$ cat src/rtl/systolic_pkg.sv
// Shared lane-select constants and counter-width helper for the systolic input packer.
package systolic_pkg;

  localparam logic SYS_LANE_X = 1'b0;
  localparam logic SYS_LANE_W = 1'b1;

  typedef int unsigned sys_cnt_width_t;

  // Bits needed to index n distinct values; never less than one so tiny configs still elaborate.
  function automatic sys_cnt_width_t sys_cnt_bits(input sys_cnt_width_t n);
    sys_cnt_width_t bits;
    bits = 32'd1;
    if (n > 32'd2) begin
      bits = $clog2(n);
    end else begin
      bits = 32'd1;
    end
    return bits;
  endfunction

endpackage

$ cat src/rtl/systolic_lane_packer.sv
// One lane of the input packer: element slot counter, vector holding register,
// full flag with val/rdy send handshake, and the per-matrix vector count.
module systolic_lane_packer
  import systolic_pkg::*;
#(
  parameter int size  = 16,
  parameter int width = 16,
  parameter int depth = 16
) (
  input  logic                  clk,
  input  logic                  rst,
  input  logic                  restart,
  input  logic                  accept,
  input  logic [width-1:0]      msg,
  input  logic                  last,
  output logic                  full,
  output logic                  lane_done,
  output logic                  lane_done_next,
  output logic [size*width-1:0] send_msg,
  output logic                  send_val,
  input  logic                  send_rdy
);

  localparam int EW = int'(sys_cnt_bits(sys_cnt_width_t'(size)));
  localparam int VW = int'(sys_cnt_bits(sys_cnt_width_t'(depth + 1)));
  localparam logic [EW-1:0] LAST_SLOT = EW'(size - 1);
  localparam logic [VW-1:0] VEC_MAX   = VW'(depth);

  logic [EW-1:0]         elem_cnt_r;
  logic [VW-1:0]         vec_cnt_r;
  logic [VW-1:0]         vec_cnt_s;
  logic [size*width-1:0] hold_r;
  logic                  full_r;
  logic                  send_s;
  logic                  complete_s;

  // Handshake decode and next vector count; restart beats a coincident send.
  always_comb begin
    send_s     = full_r && send_rdy;
    complete_s = accept && ((elem_cnt_r == LAST_SLOT) || last);
    vec_cnt_s  = vec_cnt_r;
    if (restart) begin
      vec_cnt_s = {VW{1'b0}};
    end else if (send_s && (vec_cnt_r != VEC_MAX)) begin
      vec_cnt_s = vec_cnt_r + VW'(1);
    end else begin
      vec_cnt_s = vec_cnt_r;
    end
  end

  // Slot writes, optional zero-fill of the unused upper slots, full flag and vector count.
  always_ff @(posedge clk or posedge rst) begin
    if (rst) begin
      elem_cnt_r <= {EW{1'b0}};
      vec_cnt_r  <= {VW{1'b0}};
      hold_r     <= {(size*width){1'b0}};
      full_r     <= 1'b0;
    end else begin
      vec_cnt_r <= vec_cnt_s;
      if (accept) begin
        elem_cnt_r <= complete_s ? {EW{1'b0}} : (elem_cnt_r + EW'(1));
        for (int k = 0; k < size; k++) begin
          if (EW'(k) == elem_cnt_r) begin
            hold_r[k*width +: width] <= msg;
          end else if (last && (EW'(k) > elem_cnt_r)) begin
            hold_r[k*width +: width] <= {width{1'b0}};
          end else begin
            hold_r[k*width +: width] <= hold_r[k*width +: width];
          end
        end
      end else begin
        elem_cnt_r <= elem_cnt_r;
      end
      if (complete_s) begin
        full_r <= 1'b1;
      end else if (send_s) begin
        full_r <= 1'b0;
      end else begin
        full_r <= full_r;
      end
    end
  end

  assign full           = full_r;
  assign send_val       = full_r;
  assign send_msg       = hold_r;
  assign lane_done      = (vec_cnt_r == VEC_MAX);
  assign lane_done_next = (vec_cnt_s == VEC_MAX);

endmodule

$ cat src/rtl/systolic_input_packer.sv
// Packs a tagged serial element stream into x/w vectors for the systolic array.
// Optional SYSTOLIC_PACKER_ZPAD_EN adds recv_last for zero-padded short vectors.
module systolic_input_packer
  import systolic_pkg::*;
#(
  parameter int size  = 16,
  parameter int width = 16,
  parameter int depth = 16
) (
  input  logic                  clk,
  input  logic                  rst,
  input  logic [width-1:0]      recv_msg,
  input  logic                  recv_sel,
  input  logic                  recv_val,
  output logic                  recv_rdy,
`ifdef SYSTOLIC_PACKER_ZPAD_EN
  input  logic                  recv_last,
`endif
  output logic [size*width-1:0] x_send_msg,
  output logic                  x_send_val,
  input  logic                  x_send_rdy,
  output logic [size*width-1:0] w_send_msg,
  output logic                  w_send_val,
  input  logic                  w_send_rdy,
  input  logic                  restart,
  output logic                  done
);

  logic last_s;
  logic x_full_s, w_full_s;
  logic x_lane_done_s, w_lane_done_s;
  logic x_done_next_s, w_done_next_s;
  logic sel_full_s, sel_done_s;
  logic accept_x_s, accept_w_s;
  logic done_r;

`ifdef SYSTOLIC_PACKER_ZPAD_EN
  assign last_s = recv_last;
`else
  assign last_s = 1'b0;
`endif

  // Steer the accept to the selected lane; ready never looks at either send_rdy.
  always_comb begin
    sel_full_s = x_full_s;
    sel_done_s = x_lane_done_s;
    if (recv_sel == SYS_LANE_W) begin
      sel_full_s = w_full_s;
      sel_done_s = w_lane_done_s;
    end else begin
      sel_full_s = x_full_s;
      sel_done_s = x_lane_done_s;
    end
    recv_rdy   = !rst && !sel_full_s && !sel_done_s && !done_r;
    accept_x_s = recv_val && recv_rdy && (recv_sel == SYS_LANE_X);
    accept_w_s = recv_val && recv_rdy && (recv_sel == SYS_LANE_W);
  end

  systolic_lane_packer #(.size(size), .width(width), .depth(depth)) u_x_lane (
    .clk            (clk),
    .rst            (rst),
    .restart        (restart),
    .accept         (accept_x_s),
    .msg            (recv_msg),
    .last           (last_s),
    .full           (x_full_s),
    .lane_done      (x_lane_done_s),
    .lane_done_next (x_done_next_s),
    .send_msg       (x_send_msg),
    .send_val       (x_send_val),
    .send_rdy       (x_send_rdy)
  );

  systolic_lane_packer #(.size(size), .width(width), .depth(depth)) u_w_lane (
    .clk            (clk),
    .rst            (rst),
    .restart        (restart),
    .accept         (accept_w_s),
    .msg            (recv_msg),
    .last           (last_s),
    .full           (w_full_s),
    .lane_done      (w_lane_done_s),
    .lane_done_next (w_done_next_s),
    .send_msg       (w_send_msg),
    .send_val       (w_send_val),
    .send_rdy       (w_send_rdy)
  );

  // Done tracks the lanes' next counts so it rises right after the second lane's final send.
  always_ff @(posedge clk or posedge rst) begin
    if (rst) begin
      done_r <= 1'b0;
    end else begin
      done_r <= x_done_next_s && w_done_next_s;
    end
  end

  assign done = done_r;

endmodule

$ cat config.mk
export PLATFORM = sky130hd
export DESIGN_NAME = systolic_input_packer
export DESIGN_NICKNAME = d
export VERILOG_FILES = /design/src/rtl/systolic_pkg.sv /design/src/rtl/systolic_lane_packer.sv /design/src/rtl/systolic_input_packer.sv
export SDC_FILE = /design/constraint.sdc
export NUM_CORES = 1
export LEC_CHECK = 0
export CORE_MARGIN = 10
export CORE_UTILIZATION = 46
export CTS_BUF_LIST = sky130_fd_sc_hd__clkbuf_4 sky130_fd_sc_hd__clkbuf_8
export DETAILED_ROUTE_END_ITERATION = 10
export PLACE_DENSITY = 0.88
export SETUP_SLACK_MARGIN = 0.5
export SYNTH_ARGS = -nofsm -noshare
export SYNTH_HDL_FRONTEND = slang
export SYNTH_SLANG_ARGS = --single-unit
$ cat constraint.sdc
create_clock -name clk -period 19.75 [get_ports clk]
set_input_delay 3.95 -clock clk [delete_from_list [all_inputs] [get_ports clk]]
set_output_delay 3.95 -clock clk [all_outputs]
set_load 0.005 [all_outputs]
==> summary.md <==
| Metric | Value |
|---|---|
| Grt ovf | 0 |
| Slew margin rel. | 18.8% |
| Overall global routing resource usage | 24.3% |
| DP Wirelength | 46500 um |
| Leak | 0.0134 uW |
| Predominant post-synthesis flop cell | dfrtp_1 |
| Layout cell share with drive strength beyond 1 | 37.8% |
| Top cells by count, synth | 533 x dfrtp_1, 465 x mux2_2, 56 x clkbuf_1, 50 x mux2_4, 26 x buf_6 |
| Synthesis Warnings | 0 |
| Horizontal die dimension | 235 um |
| Starting DRC count in detailed routing | 1023 |
| R2R Setup Slk | 16210 ps |
| Post-synth EDFFs | 0 |
| Clock Latency Late Sink | 690 ps |
| Crit Path Max Fanout | 21 |
| First-pass GRT wire length | 101000 um |
| Post-DP Area | 26800 um^2 |
| Critical path class | input port to output port |
| Final net count | 1883 |
| Ys async rst share | 100% |
| CTS resizes | 0 |
| Clock tree buffer depth | 3 |
| Worst hold path startpoint | u_x_lane.send_msg[222] |
| HP Class | flop to flop |
| Top cells by area, synth | dfrtp_1 63%, mux2_2 25%, mux2_4 3.5% |
| Reg2Reg Depth | 6 |
| Finished layout cell area | 28700 um^2 |
| Via/cell ratio | 5.48 |
| CTS tree | built |
| Clock transition at the registers of the reported paths | 50 ps |
| Status | complete, no violations |
| Post-synth design cell area | 21200 um^2 |
| Yosys top cell by area | dfrtp_1 |
| Slew at the pin closest to its max-slew limit | 1220 ps |
| Maximum VDD drop | 92.0 uV |
| Area growth syn-to-layout | 35.5% |
| Rows | 78 |
| Count leader, synth | dfrtp_1 |
| Largest net degree at the start of global routing | 138 |
| Core ar. | 45500 um^2 |
| Tcrit/Tclk final | 54.9% |
| FILL cells | 3151 |
| Total Power | 3970 uW |
| Worst EP arrival | 6900 ps |
| Residual DRC | 0 |
| Initial antenna violation count | 2 |
| Vias in the first global route | 14900 |
| Inserted Diodes | 0 |
| MaxCap Viol Count | 0 |
| Setup Buffers After CTS | 0 |
| Max Fclk | 92.2 MHz |
| Yosys top cell area share | 62.9% |
| Worst R2R End | u_w_lane.send_msg[23] |
| Power density cells | 138 nW/um^2 |
| Post-Syn Nets | 1334 |
| Hold-critical path depth | 1 |
| Clock Sinks | 533 |
| CTS root buf | clkbuf_8 |
| Final hold vios | 0 |
| Sequential area share after synthesis | 62.9% |
| Mean routed wirelength per cell | 27.4 um |
| DRT antenna net count | 0 |
| Port-buffer cells | 538 |
| Mapped Cells | 1299 |
| CTS H-tree lvls | 3 |
| Setup TNS | 0 ps |
| Minimum clock period | 10850 ps |
| Final WL | 68800 um |
| Hold buffer count at cts | 0 |
| Avg Inst Size Synth | 16.3 um^2 |
| Starting Density | 46.6% |
| Type of origin of the critical path | input port |
| Critical path endpoint category | output port |
| Unrepaired setup endpoints after global routing | no |
| RR Startpoint | u_x_lane.full |
| Post-synthesis cell type count | 46 |
| Setup-failing EPs final | 0 |
| Register bit count reported by yosys | 533 |
| CTS Buf Count | 87 |
| Routed vias | 13700 |
| I/O pin count | 539 |
| GP Congestion | 0.808 |
| CP required | 15800 ps |
| Max Slew Vio Count | 0 |
| Chip height | 235 um |
| Drt first pass iters | 5 |
| Hold Crit Endpoint | u_x_lane.send_msg[222] |
| Skew final | 28.1 ps |
| DIE AREA | 55100 um^2 |
==> cells in the final DEF (no fill, tap or decap), types with 4 or more instances in the layout <==
cell type | netlist | layout
clkdlybuf4s50_1 | 0 | 536
dfrtp_1 | 533 | 533
mux2_2 | 465 | 465
clkbuf_8 | 0 | 104
mux2_4 | 50 | 50
clkbuf_4 | 0 | 31
buf_4 | 6 | 23
nor2_1 | 15 | 15
inv_1 | 16 | 15
nor3_4 | 15 | 15
ha_1 | 12 | 12
and3_1 | 11 | 11
nand2_1 | 9 | 9
nand3_1 | 7 | 7
xnor2_1 | 7 | 7
a21oi_1 | 7 | 7
clkinv_2 | 0 | 7
bufinv_16 | 0 | 5
mux2i_1 | 4 | 4
nand2b_1 | 4 | 4
o21ai_0 | 4 | 4
nand3_4 | 4 | 4
nand3_2 | 4 | 4
==> kinds of logic after synthesis <==
| logic type | share of synthesized area [%] |
|---|---|
| muxes | 28.4 |
| and+or+nand+nor | 3.61 |
| adders and majority gates | 0.708 |
| DFF | 62.9 |
| AOI/OAI and AO/OA | 0.596 |
| xor gates and xnor gates | 0.289 |
| buffers and inverters | 3.46 |
==> layout make-up <==
type | count | area, um^2 | area share [%]
Sequential cell | 533 | 13300 | 46.4
Multi-Input combinational cell | 648 | 7140 | 24.9
Timing Repair Buffer | 561 | 5550 | 19.3
Clock buffer | 135 | 1660 | 5.79
Tap cell | 600 | 751 | 2.61
Clock inverter | 15 | 211 | 0.736
Inverter | 17 | 73.8 | 0.257
==> registers in the layout (all words and copies together), names as in the netlist <==
register / count
u_w_lane.send_msg: 256
u_x_lane.elem_cnt_r: 4
u_x_lane.vec_cnt_r: 5
u_w_lane.full: 1
u_x_lane.send_msg: 256
u_x_lane.full: 1
u_w_lane.elem_cnt_r: 4
done: 1
u_w_lane.vec_cnt_r: 5
==> critical path, cell delays in order <==
cell             delay (ps)
clkdlybuf4s50_1         690
mux2i_1                 230
nand2_1                 170
or3_2                   860
inv_4                   380
clkdlybuf4s50_1         610
==> stage by stage <==
step                worst slack [ps]  hold WS (ps)  utilization (%)  cells
finish                          8900           502             63.2   2509
detailed placement              8920           491             59.0   2359
global placement                8950           487             59.0   2359
CTS                             8910           505             63.2   2509
global route                    8810           517             63.2   2509
floorplan                        905           504                -   1299
==> metal layers <==
| metal | track usage, % | routed length [um] | share of wire (%) |
|---|---|---|---|
| met1 | 27.2 | 25500 | 37 |
| met2 | 41.1 | 34600 | 50 |
| met3 | 7.94 | 5460 | 7.9 |
| met4 | 12.0 | 3130 | 4.6 |
| met5 | 0 | 0 | 0 |
==> report_power, final <==
part	internal, uW	switching, uW	total, uW
Combinational	835	456	1290
Sequential	1430	210	1640
Clock	599	442	1040
Total	2860	1110	3970
==> how the worst max path moves through the flow <==
stage                        start  slack (ps)  endpoint
after CTS                 recv_sel        8910  recv_rdy
after floorplan                rst         900      done
after detailed placement  recv_sel        8920  recv_rdy
after global routing      recv_sel        8810  recv_rdy
after global placement    recv_sel        8950  recv_rdy
final                     recv_sel        8900  recv_rdy
(Power assumes the default switching activity.)
